<file path="config.mk">
export PLATFORM = sky130hd
export DESIGN_NAME = pipe_skid_stage
export DESIGN_NICKNAME = d
export VERILOG_FILES = /design/src/rtl/pipe_skid_stage.sv
export SDC_FILE = /design/constraint.sdc
export NUM_CORES = 1
export LEC_CHECK = 0
export CORE_ASPECT_RATIO = 0.9
export CORE_UTILIZATION = 40
export DETAILED_ROUTE_END_ITERATION = 8
export HOLD_SLACK_MARGIN = 0.02
export PLACE_DENSITY = 0.73
export SKIP_CTS_REPAIR_TIMING = 1
export SYNTH_ARGS = -nofsm -noshare
export SYNTH_HDL_FRONTEND = slang
export SYNTH_SLANG_ARGS = --single-unit
</file>
<file path="constraint.sdc">
create_clock -name clk -period 13.1 [get_ports clk]
set_clock_uncertainty 0.1 [all_clocks]
set_input_delay 2.62 -clock clk [delete_from_list [all_inputs] [get_ports clk]]
set_output_delay 2.62 -clock clk [all_outputs]
set_load 0.005 [all_outputs]
</file>
<file path="src/rtl/pipe_skid_stage.sv">
// Pipeline-stage register with valid/ready handshake, optional two-entry skid,
// synchronous flush and saturating stall/bubble counters.
module pipe_skid_stage #(
  parameter int unsigned    DW      = 72,
  parameter logic [DW-1:0]  NOP_VAL = '0,
  parameter int unsigned    SKID    = 1,
  parameter int unsigned    CNT_W   = 16
) (
  input  logic             clk,
  input  logic             rst,
  input  logic             flush,
  input  logic             in_valid,
  input  logic [DW-1:0]    in_data,
  output logic             in_ready,
  output logic             out_valid,
  output logic [DW-1:0]    out_data,
  input  logic             out_ready,
  input  logic             cnt_clr,
  output logic [CNT_W-1:0] stall_cnt,
  output logic [CNT_W-1:0] bubble_cnt
);

  typedef enum logic [1:0] {
    EMPTY = 2'd0,
    ONE   = 2'd1,
    FULL  = 2'd2
  } state_e;

  localparam logic [CNT_W-1:0] CNT_MAX = '1;

  state_e           state_q, state_d;
  logic [DW-1:0]    m_q, m_d;
  logic [DW-1:0]    s_q, s_d;
  logic             in_ready_q, in_ready_d;
  logic [CNT_W-1:0] stall_q, stall_d;
  logic [CNT_W-1:0] bubble_q, bubble_d;
  logic             acc, pop;

  // Without the skid entry, in_ready must look through to out_ready to keep full rate.
  assign in_ready   = (SKID != 0) ? in_ready_q : ((state_q == EMPTY) | out_ready);
  assign out_valid  = (state_q != EMPTY);
  assign out_data   = m_q;
  assign stall_cnt  = stall_q;
  assign bubble_cnt = bubble_q;
  assign acc        = in_valid & in_ready;
  assign pop        = out_valid & out_ready;

  // Next-state, storage and counter update; flush overrides every other event.
  always_comb begin
    state_d  = state_q;
    m_d      = m_q;
    s_d      = s_q;
    stall_d  = stall_q;
    bubble_d = bubble_q;

    if (flush) begin
      state_d = EMPTY;
      m_d     = NOP_VAL;
      s_d     = NOP_VAL;
    end else begin
      case (state_q)
        EMPTY: begin
          if (acc) begin
            state_d = ONE;
            m_d     = in_data;
          end
        end
        ONE: begin
          if (acc && pop) begin
            m_d = in_data;
          end else if (acc && (SKID != 0)) begin
            state_d = FULL;
            s_d     = in_data;
          end else if (pop) begin
            state_d = EMPTY;
            m_d     = NOP_VAL;
          end
        end
        FULL: begin
          if (pop) begin
            state_d = ONE;
            m_d     = s_q;
            s_d     = NOP_VAL;
          end
        end
        default: begin
          state_d = EMPTY;
          m_d     = NOP_VAL;
          s_d     = NOP_VAL;
        end
      endcase
    end

    in_ready_d = (state_d != FULL);

    if (cnt_clr) begin
      stall_d  = '0;
      bubble_d = '0;
    end else begin
      if (out_valid && !out_ready && (stall_q != CNT_MAX)) stall_d = stall_q + CNT_W'(1);
      if (!out_valid && !flush && (bubble_q != CNT_MAX)) bubble_d = bubble_q + CNT_W'(1);
    end
  end

  always_ff @(posedge clk or posedge rst) begin
    if (rst) begin
      state_q    <= EMPTY;
      m_q        <= NOP_VAL;
      s_q        <= NOP_VAL;
      in_ready_q <= 1'b1;
      stall_q    <= '0;
      bubble_q   <= '0;
    end else begin
      state_q    <= state_d;
      m_q        <= m_d;
      s_q        <= s_d;
      in_ready_q <= in_ready_d;
      stall_q    <= stall_d;
      bubble_q   <= bubble_d;
    end
  end

endmodule

</file>
[After elaboration in Yosys (flattened, before gate mapping)]
Index checks and enable logic that the tools add are counted.
Storage, ports and cells
  bits in registers: 179
  output and inout bits: 106
  logic and storage cells: 57
Operators by class
  add/sub/neg operators: 2
  equal/unequal tests: 12
  muxes and demuxes: 21
  bitwise gates (word level): 2
  reductions and logical operators: 14
Operator list (count)
  $mux 72: 8
  $pmux 72 s3: 2
  $mux 16: 4
  $add 16x1->16 const B: 2
  $ne 16x16->1 const B: 2
  $mux 2: 6
  $ne 3x3->1 const B: 4
  $ne 4x4->1 const B: 2
  $reduce_and 4->1: 2
  $pmux 2 s3: 1
  $reduce_bool 2->1: 3
  $logic_and 1x1->1: 5
  $ne 2x2->1 const B: 2
  $logic_not 1->1: 3
  $and 1x1->1: 2
  $eq 2x1->1 const B: 1
  $eq 2x2->1 const B: 1
  $logic_not 2->1: 1

[Depth between registers and ports, before layout]
Gate-level depths: netlist of the first run.
  depth in word-level cells: 8
  mapped depth: 8
  gate-level depth less buffers: 5

[Least setup slack after synthesis of the first run]
OpenSTA, ideal clock, no wires.
  path kind: in2reg
  start: in out_ready
  end: reg stall_q[4], in the netlist stall_cnt[4]
  library setup time: 0.128 ns
  arrival: 3.832 ns
  path slack: 9.040 ns
  cell stages on the path: 5
  path buffers: 1
  cells stage by stage: buf_2 -> o21ba_2 -> nand3_1 -> a211oi_1 -> mux2_1
Between the ends
  cells in the longest elaborated chain, start to end: 4
Ends and longest elaborated chain
  from (decl): RTL line 17  | input logic out_ready,
  $logic_not 1->1: RTL line 100  | if (out_valid && !out_ready && (stall_q != CNT_MAX)) stall_d = stall_q + CNT_W'(1);
  $logic_and 1x1->1 (2 in series): RTL line 100
  $reduce_bool 2->1 (no source line)
  to (signal assigned): RTL line 118  | stall_q <= stall_d;
  to (decl): RTL line 35  | logic [CNT_W-1:0] stall_q, stall_d;
Every way passes these cells.
A chain may end at the register's enable or synchronous reset.

[Worst setup path in the final report of the first run]
  start: in out_ready
  end: reg m_q[53], in the netlist out_data[53]
Between the ends
  cells in the longest elaborated chain, start to end: 5
  elaborated cells on any way between the ends: 9
Ends and longest elaborated chain
  $and 1x1->1 *: RTL line 46  | assign pop = out_valid & out_ready;
  $logic_and 1x1->1: RTL line 69  | if (acc && pop) begin
  $mux 72: RTL line 69
  $pmux 72 s3: RTL line 61  | case (state_q)
  $mux 72: RTL line 56  | if (flush) begin
  to (signal assigned): RTL line 115  | m_q <= m_d;
  to (decl): RTL line 32  | logic [DW-1:0] m_q, m_d;
Mark *: on every way between the ends. The rest lies on a longest branch, timed or not.

==> PnR_summary.wiki, run 1 <==
{| class="wikitable"
! Metric !! Value
|-
| Synthesized netlist cell count || 802
|-
| Clock edge transition at the registers on the reported setup and hold paths || 0.07 ns
|-
| Global-route wire length before repair || 37.00 mm
|-
| Count of synthesis-stage warnings from yosys || 0
|-
| All-layer global routing usage || 21.44%
|-
| HPWL reported at the end of detailed placement || 13.46 mm
|-
| Placed cell area || 10,510 µm²
|-
| Core area || 20,770 µm²
|-
| Buffer cell driving the clock tree root || sky130_fd_sc_hd__clkbuf_16
|-
| Antenna cells || 0
|-
| Power density cells || 117.2 nW/µm²
|-
| CP Class || input pin to flip-flop
|-
| DIE AREA || 21,800 µm²
|-
| Number of input and output port buffers inserted || 183
|-
| Number of ports placed on the die boundary || 184
|-
| H-tree depth reported by CTS || 4
|-
| Die span in x || 155.5 µm
|-
| Static power due to leakage || 4.537 nW
|-
| Combined area of all synthesized cells || 8484 µm²
|-
| Avg Synthesized Cell Area || 10.58 µm²
|-
| Unrepaired setup endpoints after global routing || no
|-
| Hold Slack || 0.3880 ns
|-
| Layout cells sized above 1 || 6.159%
|-
| Result of the run || finished, final reports clean
|-
| CTS buffer count || 17
|-
| Largest fanout on the critical path || 39
|-
| Initial core utilization || 40.85%
|-
| Maximum VDD drop || 0.08567 mV
|-
| Number of flops mapped to enable cells by yosys || 0
|-
| Final antenna-violating net count || 0
|-
| Via count normalized by instance count || 5.543
|-
| Final nets || 1,025
|-
| Class of the most critical hold timing path || flip-flop to flip-flop
|-
| GRT Residual Overflow || 0
|-
| Post-route standard cell area excluding fillers || 11,100 µm²
|-
| Number of remaining DRC errors || 0
|-
| CTS Buffer Depth || 2
|-
| Number of global-route vias before repair || 6,890
|-
| Final setup violating endpoints || 0
|-
| Most common library cell in the layout ignoring fill and taps || sky130_fd_sc_hd__clkdlybuf4s50_1
|-
| Skew-Pair Late Insertion Delay || 0.42 ns
|-
| Synth async-reset ratio || 100.0%
|-
| Number of antenna violations at the first check in global routing || 2
|-
| Tightest slew margin relative to the limit || 21.02%
|-
| Kind of launch point of the worst setup path || input pin
|-
| Main synth FF type || sky130_fd_sc_hd__dfrtp_1
|-
| Sinks on Clock Net || 179
|-
| Critical Path End Type || flip-flop
|-
| Data arrival, critical path || 5.21 ns
|-
| Gp weighted congestion || 0.8007
|-
| Maximum number of pins on one net before global-route repair || 111
|-
| WL/cell || 18.03 µm
|-
| Maximum clock frequency || 201.3 MHz
|-
| Net count of the mapped netlist || 882
|-
| Via count of the routed design || 6,895
|-
| Critical Path RT || 13.35 ns
|-
| CTS tree || yes
|-
| Worst Tran Pin Value || 1.176 ns
|-
| Y dimension of the die || 140.2 µm
|-
| Period utilization || 37.92%
|-
| Synth Register Bits || 179
|-
| First-pass iteration count of the detailed router || 4
|-
| Pins over their slew limit || 0
|-
| Final-layout setup total negative slack || 0 ns
|-
| Part of the Yosys area used for sequential elements || 52.81%
|-
| DR iter-0 viols || 496
|-
| Overall routed net length || 22.43 mm
|-
| FILL cells || 1,841
|-
| Number of hold violations in the final report || 0
|-
| Row Count || 50
|-
| Final critical path time including I/O delays and setup || 4.967 ns
|-
| Post-route worst setup slack || 8.133 ns
|-
| Syn-to-layout area delta || 30.87%
|-
| Top library cells by usage in the layout, fill and taps aside || sky130_fd_sc_hd__clkdlybuf4s50_1, sky130_fd_sc_hd__dfrtp_1, sky130_fd_sc_hd__a22oi_1, sky130_fd_sc_hd__o2bb2ai_1, sky130_fd_sc_hd__nor2_1
|-
| Number of distinct library cells after synthesis || 52
|-
| Worst slack at placement || 7.683 ns
|-
| Maxcap violations || 0
|}
-- final timing paths --
| check | startpoint | to | slack (ns) | depth (start not counted) |
|---|---|---|---|---|
| min in group asynchronous | rst | s_q[31] | 2.63 | 2 |
| max in group asynchronous | rst | out_data[36] | 8.76 | 3 |
| hold / removal | out_data[36] | out_data[36] | 0.39 | 1 |
| setup reg to reg | state_q[1] | out_data[53] | 10.15 | 6 |
| setup / recovery | out_ready | out_data[53] | 8.13 | 6 |
| hold reg to reg | out_data[36] | out_data[36] | 0.39 | 1 |
-- metrics by stage --
stage	cells	power, mW	util, %
2_1_floorplan	802	0.6983	-
3_3_place_gp	1212	0.7943	50.62
3_5_place_dp	1212	0.7973	50.62
4_1_cts	1244	1.315	53.46
5_1_grt	1244	1.359	53.46
6_report	1244	1.301	53.46
-- Yosys cell counts, types with 7 or more instances --
library cell | number | area share [%]
sky130_fd_sc_hd__and2_1 | 37 | 2.7
sky130_fd_sc_hd__dfrtp_1 | 178 | 52
sky130_fd_sc_hd__nand4_1 | 8 | 0.59
sky130_fd_sc_hd__a21oi_1 | 18 | 1.1
sky130_fd_sc_hd__nor2b_1 | 18 | 1.3
sky130_fd_sc_hd__o21ai_1 | 38 | 2.2
sky130_fd_sc_hd__nor4_1 | 8 | 0.59
sky130_fd_sc_hd__o31ai_1 | 7 | 0.62
sky130_fd_sc_hd__o211ai_1 | 37 | 3.3
sky130_fd_sc_hd__nor2_1 | 56 | 2.5
sky130_fd_sc_hd__a22oi_1 | 72 | 6.4
sky130_fd_sc_hd__nand3_1 | 11 | 0.65
sky130_fd_sc_hd__mux2_1 | 15 | 2.0
sky130_fd_sc_hd__buf_2 | 14 | 0.83
sky130_fd_sc_hd__nand2_1 | 20 | 0.88
sky130_fd_sc_hd__clkbuf_1 | 53 | 2.3
sky130_fd_sc_hd__inv_1 | 46 | 2.0
sky130_fd_sc_hd__o2bb2ai_1 | 72 | 7.4
sky130_fd_sc_hd__mux2i_1 | 37 | 4.4
-- registers in the layout, indices dropped and copies added, names as in the netlist --
signal      flops
s_q            72
state_q         2
stall_cnt      16
out_data       72
bubble_cnt     16
in_ready        1
-- worst max-delay path, stage by stage --
cell	delay [ns]
sky130_fd_sc_hd__clkdlybuf4s50_1	0.54
sky130_fd_sc_hd__nor2_1	0.26
sky130_fd_sc_hd__nand2_1	0.13
sky130_fd_sc_hd__a21oi_4	0.87
sky130_fd_sc_hd__buf_4	0.56
sky130_fd_sc_hd__o2bb2ai_1	0.18
-- final cells by class --
| class | count | area [µm²] | share of cell area [%] |
|---|---|---|---|
| Clock buffer | 17 | 425.4 | 3.831 |
| Clock inverter | 15 | 163.9 | 1.476 |
| Inverter | 46 | 177.7 | 1.600 |
| Multi-Input combinational cell | 508 | 3596 | 32.39 |
| Sequential cell | 179 | 4481 | 40.35 |
| Tap cell | 286 | 357.8 | 3.223 |
| Timing Repair Buffer | 193 | 1902 | 17.13 |
-- routing by layer --
metal / GRT usage, % / wire length, µm / up-vias
met4: 5.573 / 221 / 4
met1: 30.34 / 10630 / 3446
met3: 4.517 / 1121 / 19
met2: 33.40 / 10440 / 182
met5: 0 / 25 / -
li1: - / - / 3244
-- report_power, final --
| part | internal (mW) | switching [mW] |
|---|---|---|
| combinational | 0.0895 | 0.0966 |
| sequential | 0.580 | 0.0193 |
| clock | 0.272 | 0.245 |
| total | 0.941 | 0.361 |
-- cell families after synthesis --
logic type / Yosys count / share of synthesized area, %
AO/OA/AOI/OAI: 266 / 23.06
buffers and inverters: 115 / 5.383
AND/OR/NAND/NOR: 188 / 12.09
multiplexers: 52 / 6.356
flip-flops: 179 / 52.81
adder cells (fa/ha/maj): 2 / 0.2949
No activity file was read; power rests on OpenSTA's default activity.
==> run 2, diff against run 1 <==
clock period = 4.7 ns   (was 13.1 ns; I/O delays follow)
==> run 2 against run 1 <==
Register-to-register slack got worse by 8.0 ns. Sequential cell count unchanged. Clock-buffer cell count increased by 3. Highest routed layer is now met4. Global-route usage decreased by 0.22 points. Largest power group unchanged. Sequential power increased to 2.8 times the previous value. Combinational power increased to 2.8 times the previous value.
==> PnR_summary.wiki, run 2 (synthesis gave the netlist of run 1 again) <==
{| class="wikitable"
! Metric !! Value
|-
| Result of the run || finished, final reports clean
|-
| Post-route standard cell area excluding fillers || 11,220 µm² (+1.0%)
|-
| H-tree depth reported by CTS || 4 (unchanged)
|-
| Period utilization || 62.98%
|-
| Final antenna-violating net count || 0 (unchanged)
|-
| Maximum VDD drop || 0.2696 mV (+210%)
|-
| Maximum number of pins on one net before global-route repair || 75 (-32%)
|-
| CTS Buffer Depth || 2 (unchanged)
|-
| FILL cells || 1,876 (+1.9%)
|-
| Maxcap violations || 0 (unchanged)
|-
| Worst slack at placement || 1.313 ns (-6.370 ns)
|-
| Startpoint of the lowest-slack hold path || out_data[46]
|-
| Number of ports placed on the die boundary || 184 (unchanged)
|-
| Via count normalized by instance count || 5.590 (+0.86%)
|-
| Worst Tran Pin Value || 1.160 ns (-0.01582 ns)
|-
| Final setup violating endpoints || 0 (unchanged)
|-
| Hold Slack || 0.3882 ns (+0.0002180 ns)
|-
| Layout cells sized above 1 || 6.542% (+0.38 points)
|-
| Tightest slew margin relative to the limit || 22.08% (+1.1 points)
|-
| Die span in x || 155.5 µm (unchanged)
|-
| Global-route wire length before repair || 36.51 mm (-1.3%)
|-
| Critical Path RT || 4.87 ns (-8.48 ns)
|-
| GRT Residual Overflow || 0 (unchanged)
|-
| Skew-Pair Late Insertion Delay || 0.42 ns (about the same)
|-
| Number of remaining DRC errors || 0 (unchanged)
|-
| Data arrival, critical path || 3.13 ns (-2.08 ns)
|-
| Start point of the critical path || out_ready
|-
| Via count of the routed design || 6,982 (+1.3%)
|-
| Cells after DPL || 1,217 (+0.41%)
|-
| Post-route worst setup slack || 1.740 ns (-6.392 ns)
|-
| Number of antenna violations at the first check in global routing || 1 (-1)
|-
| HPWL reported at the end of detailed placement || 13.94 mm (+3.6%)
|-
| First-pass iteration count of the detailed router || 5 (+1)
|-
| Static power due to leakage || 4.592 nW (+1.2%)
|-
| Number of non-filler instances in the completed layout || 1,249 (+0.40%)
|-
| Class of the most critical hold timing path || flip-flop to flip-flop
|-
| Number of input and output port buffers inserted || 183 (unchanged)
|-
| All-layer global routing usage || 21.22% (-0.22 points)
|-
| Sinks on Clock Net || 179 (unchanged)
|-
| Y dimension of the die || 140.2 µm (unchanged)
|-
| CTS buffer count || 17 (unchanged)
|-
| CP Class || input pin to flip-flop
|-
| Antenna cells || 0 (unchanged)
|-
| Gp weighted congestion || 0.8081 (+0.92%)
|-
| Maximum clock frequency || 337.9 MHz
|-
| CTS tree || yes
|-
| Final critical path time including I/O delays and setup || 2.960 ns
|-
| Most common library cell in the layout ignoring fill and taps || sky130_fd_sc_hd__clkdlybuf4s50_1
|-
| Syn-to-layout area delta || 32.19%
|-
| Initial core utilization || 40.85% (unchanged)
|-
| Core area || 20,770 µm² (unchanged)
|-
| Buffer cell driving the clock tree root || sky130_fd_sc_hd__clkbuf_16
|-
| Top library cells by usage in the layout, fill and taps aside || sky130_fd_sc_hd__clkdlybuf4s50_1, sky130_fd_sc_hd__dfrtp_1, sky130_fd_sc_hd__a22oi_1, sky130_fd_sc_hd__o2bb2ai_1, sky130_fd_sc_hd__nor2_1
|-
| Unrepaired setup endpoints after global routing || no
|-
| DR iter-0 viols || 490 (-1.2%)
|-
| Kind of launch point of the worst setup path || input pin
|-
| Power density cells || 331.7 nW/µm² (+180%)
|-
| Row Count || 50 (unchanged)
|-
| Pins over their slew limit || 0 (unchanged)
|-
| Number of global-route vias before repair || 6,684 (-3.0%)
|-
| Clock edge transition at the registers on the reported setup and hold paths || 0.06 ns (about the same)
|-
| Utilization after layout || 54.00% (+0.54 points)
|-
| Largest fanout on the critical path || 72 (+85%)
|-
| Critical Path End Type || flip-flop
|-
| WL/cell || 18.01 µm (-0.12%)
|-
| Reg-to-reg startpoint || state_q[0]
|-
| Number of hold violations in the final report || 0 (unchanged)
|-
| Overall routed net length || 22.50 mm (+0.29%)
|-
| Final nets || 1,030 (+0.49%)
|-
| DIE AREA || 21,800 µm² (unchanged)
|-
| Final-layout setup total negative slack || 0 ns (unchanged)
|-
| Placed cell area || 10,590 µm² (+0.70%)
|-
| Overall power || 3.720 mW (+190%)
|}
## run 2: changes by cell type in the layout (fill, tap and decap cells not counted), sizes merged
cell | previous run | this run
clkbuf | 17 | 20
clkinv | 3 | 4
inv | 54 | 48
buf | 11 | 16
bufinv | 1 | 3
## run 2: path summary, 6_finish.rpt
| kind | end | slack (ns) | cells past startpoint |
|---|---|---|---|
| max | s_q[31] | 1.74 | 6 |
| min | out_data[46] | 0.39 | 1 |
| max reg2reg | s_q[55] | 2.13 | 5 |
| min reg2reg | out_data[46] | 0.39 | 1 |
| max in group asynchronous | in_ready | 2.78 | 3 |
| min in group asynchronous | out_data[27] | 0.88 | 2 |
## run 2: worst max-delay path: stages
cell                              delay [ns]
sky130_fd_sc_hd__clkdlybuf4s50_1        0.55
sky130_fd_sc_hd__nand3b_1               0.28
sky130_fd_sc_hd__a21oi_4                0.17
sky130_fd_sc_hd__buf_4                  0.80
sky130_fd_sc_hd__mux2i_1                0.29
sky130_fd_sc_hd__nor2_1                 0.06
## run 2: layout make-up
type	instances	area, µm²	share of cell area (%)
Multi-Input combinational cell	508	3596	32.06
Clock buffer	20	456.7	4.072
Sequential cell	179	4481	39.95
Tap cell	286	357.8	3.191
Inverter	46	176.4	1.573
Clock inverter	12	171.4	1.528
Timing Repair Buffer	198	1977	17.63
## run 2: metal layers
metal | wire [µm] | track usage [%]
met1 | 10580 | 31.03
met2 | 10220 | 31.25
met3 | 1340 | 4.363
met4 | 355 | 7.018
met5 | 0 | 0
## run 2: power breakdown
part	internal, mW	total (mW)	leakage [nW]	switching (mW)
combinational	0.258	0.530	1.84	0.272
clock	0.879	1.52	0.301	0.642
sequential	1.62	1.67	2.45	0.0533
total	2.75	3.72	4.59	0.967
==> run 3, diff against run 2 <==
PLACE_DENSITY = 0.76   (was 0.73)
clock period = 2.57 ns   (was 4.7 ns; I/O delays follow)
==> run 3 against run 2 <==
Combinational power grew 88%. Final cell count is 0.72% higher. Cell area up 0.98%. Sequential power up 83%. Die area did not move. Core utilization is 0.53 points higher. Register-to-register slack worse by 1.6 ns. Non-clock buffer count grew 9. Critical path depth decreased by 4. Critical path type is now flip-flop to primary output. Highest routed layer unchanged.
==> PnR_summary.wiki, run 3 (synthesis gave the netlist of run 1 again) <==
{| class="wikitable"
! Metric !! Value
|-
| Via count of the routed design || 7,021 (+0.56%)
|-
| Critical Path End Type || primary output
|-
| HPWL reported at the end of detailed placement || 14.25 mm (+2.2%)
|-
| Gp weighted congestion || 0.8166 (+1.1%)
|-
| CTS Buffer Depth || 2 (unchanged)
|-
| Final critical path time including I/O delays and setup || 2.402 ns
|-
| Sinks on Clock Net || 179 (unchanged)
|-
| Overall power || 6.745 mW (+81%)
|-
| Number of ports placed on the die boundary || 184 (unchanged)
|-
| Number of non-filler instances in the completed layout || 1,258 (+0.72%)
|-
| Layout cells sized above 1 || 7.510% (+0.97 points)
|-
| FILL cells || 1,839 (-2.0%)
|-
| Reg-to-reg startpoint || state_q[1]
|-
| Result of the run || finished, final reports clean
|-
| Maxcap violations || 0 (unchanged)
|-
| Buffer cell driving the clock tree root || sky130_fd_sc_hd__clkbuf_16
|-
| Ordered list of cells on the worst path || or2_2 > clkdlybuf4s50_1
|-
| Via count normalized by instance count || 5.581 (-0.16%)
|-
| Critical path buffer and inverter count || 1 (-1)
|-
| Syn-to-layout area delta || 33.49%
|-
| CTS buffer count || 17 (unchanged)
|-
| Static power due to leakage || 4.641 nW (+1.1%)
|-
| Core area || 20,770 µm² (unchanged)
|-
| Power density cells || 595.6 nW/µm² (+80%)
|-
| CTS tree || yes
|-
| Y dimension of the die || 140.2 µm (unchanged)
|-
| Flop2flop setup slack || 0.50 ns (-1.63 ns)
|-
| Final nets || 1,039 (+0.87%)
|-
| Hold-critical path depth || 1 (unchanged)
|-
| Worst setup endpoint || out_valid
|-
| Number of remaining DRC errors || 0 (unchanged)
|-
| All-layer global routing usage || 21.37% (+0.16 points)
|-
| Number of hold violations in the final report || 0 (unchanged)
|-
| Top library cells by usage in the layout, fill and taps aside || sky130_fd_sc_hd__clkdlybuf4s50_1, sky130_fd_sc_hd__dfrtp_1, sky130_fd_sc_hd__a22oi_1, sky130_fd_sc_hd__o2bb2ai_1, sky130_fd_sc_hd__nor2_1
|-
| Depth of the critical timing path with buffers and inverters included || 2 (-4)
|-
| Worst Tran Pin Value || 0.5566 ns (-0.6033 ns)
|-
| Critical Path RT || 1.96 ns (-2.91 ns)
|-
| Largest fanout on the critical path || 12 (-83%)
|-
| DIE AREA || 21,800 µm² (unchanged)
|-
| Initial core utilization || 40.85% (unchanged)
|-
| First-pass iteration count of the detailed router || 4 (-1)
|-
| Number of global-route vias before repair || 7,115 (+6.4%)
|-
| Row Count || 50 (unchanged)
|-
| Overall routed net length || 22.51 mm (about the same)
|-
| Number of input and output port buffers inserted || 183 (unchanged)
|-
| Maximum clock frequency || 416.4 MHz
|-
| Data arrival, critical path || 1.79 ns (-1.34 ns)
|-
| Unrepaired setup endpoints after global routing || no
|-
| Sequential standard cell area || 4481 µm² (unchanged)
|-
| Number of antenna violations at the first check in global routing || 1 (unchanged)
|-
| WL/cell || 17.90 µm (-0.64%)
|-
| Final antenna-violating net count || 0 (unchanged)
|-
| Clock edge transition at the registers on the reported setup and hold paths || 0.07 ns (about the same)
|-
| Tightest slew margin relative to the limit || 62.89% (+41 points)
|-
| H-tree depth reported by CTS || 4 (unchanged)
|-
| Start point of the critical path || state_q[1]
|-
| Maximum number of pins on one net before global-route repair || 99 (+32%)
|-
| Global-route wire length before repair || 37.03 mm (+1.4%)
|-
| Cells after DPL || 1,226 (+0.74%)
|-
| DR iter-0 viols || 381 (-22%)
|-
| Post-route worst setup slack || 0.1684 ns (-1.572 ns)
|-
| Final setup violating endpoints || 0 (unchanged)
|-
| Cells on worst reg2reg path || 4 (-1)
|-
| Cell with the largest stage delay on the worst path || sky130_fd_sc_hd__dfrtp_1
|-
| Critical path's largest stage delay || 0.55 ns (-0.25 ns)
|-
| Skew-Pair Late Insertion Delay || 0.43 ns (about the same)
|-
| Pins over their slew limit || 0 (unchanged)
|-
| Class of the most critical hold timing path || flip-flop to flip-flop
|-
| Worst slack at placement || 0.1818 ns (-1.131 ns)
|-
| Period utilization || 93.45%
|-
| Die span in x || 155.5 µm (unchanged)
|-
| Cell family with the largest share of critical-path delay || flip-flops
|-
| Most common library cell in the layout ignoring fill and taps || sky130_fd_sc_hd__clkdlybuf4s50_1
|-
| CP Class || flip-flop to primary output
|-
| Area of the multi-input gates || 3596 µm² (unchanged)
|-
| Capture point of the worst reg-to-reg path || stall_cnt[6]
|-
| GRT Residual Overflow || 0 (unchanged)
|-
| Antenna cells || 0 (unchanged)
|-
| Kind of launch point of the worst setup path || flip-flop
|-
| Maximum VDD drop || 0.4270 mV (+58%)
|}
[run 3: cell count changes in the layout (fill, tap and decap cells not counted), sizes merged]
cell | before | now
inv | 48 | 51
buf | 16 | 25
clkbuf | 20 | 18
clkinvlp | 3 | 6
clkinv | 4 | 1
bufinv | 3 | 2
[run 3: area by class of cell]
cell class              instances  area share (%)
clock inverters                14           1.491
multi-input cells             508           31.75
flip-flops and latches        179           39.56
inverters                      46           1.558
clock buffers                  18           3.878
well taps                     286           3.160
repair buffers                207           18.60
[run 3: layer usage]
| metal | vias to the layer above | global-route usage, % | routed length [µm] |
|---|---|---|---|
| met2 | 203 | 34.22 | 10600 |
| li1 | 3269 | - | - |
| met4 | 0 | 5.418 | 182 |
| met5 | - | 0 | 0 |
| met3 | 14 | 4.981 | 1286 |
| met1 | 3535 | 29.20 | 10450 |
[run 3: power by group]
group          leakage [nW]  switching, mW  internal, mW
logic                  1.91          0.502         0.493
registers              2.45         0.0973          2.96
clock network         0.283           1.20          1.49
[run 3: through the flow]
stage	TNS, ns	cell area (µm²)	hold slack, ns	utilization (%)
3_5_place_dp	0	10720	0.3729	51.60
2_1_floorplan	-60.13	8488	0.3794	-
4_1_cts	0	11330	0.3934	54.53
6_report	0	11330	0.3856	54.53
5_1_grt	0	11330	0.3993	54.53
3_3_place_gp	0	10720	0.3733	51.60
[run 3: worst min path at each step]
| stage | to | slack (ns) | start |
|---|---|---|---|
| finish | out_data[49] | 0.39 | out_data[49] |
| CTS | out_data[50] | 0.39 | out_data[50] |
| global placement | out_data[49] | 0.37 | out_data[49] |
| detailed placement | out_data[34] | 0.37 | out_data[34] |
| global route | out_data[44] | 0.40 | out_data[44] |
| floorplan | out_data[0] | 0.38 | out_data[0] |
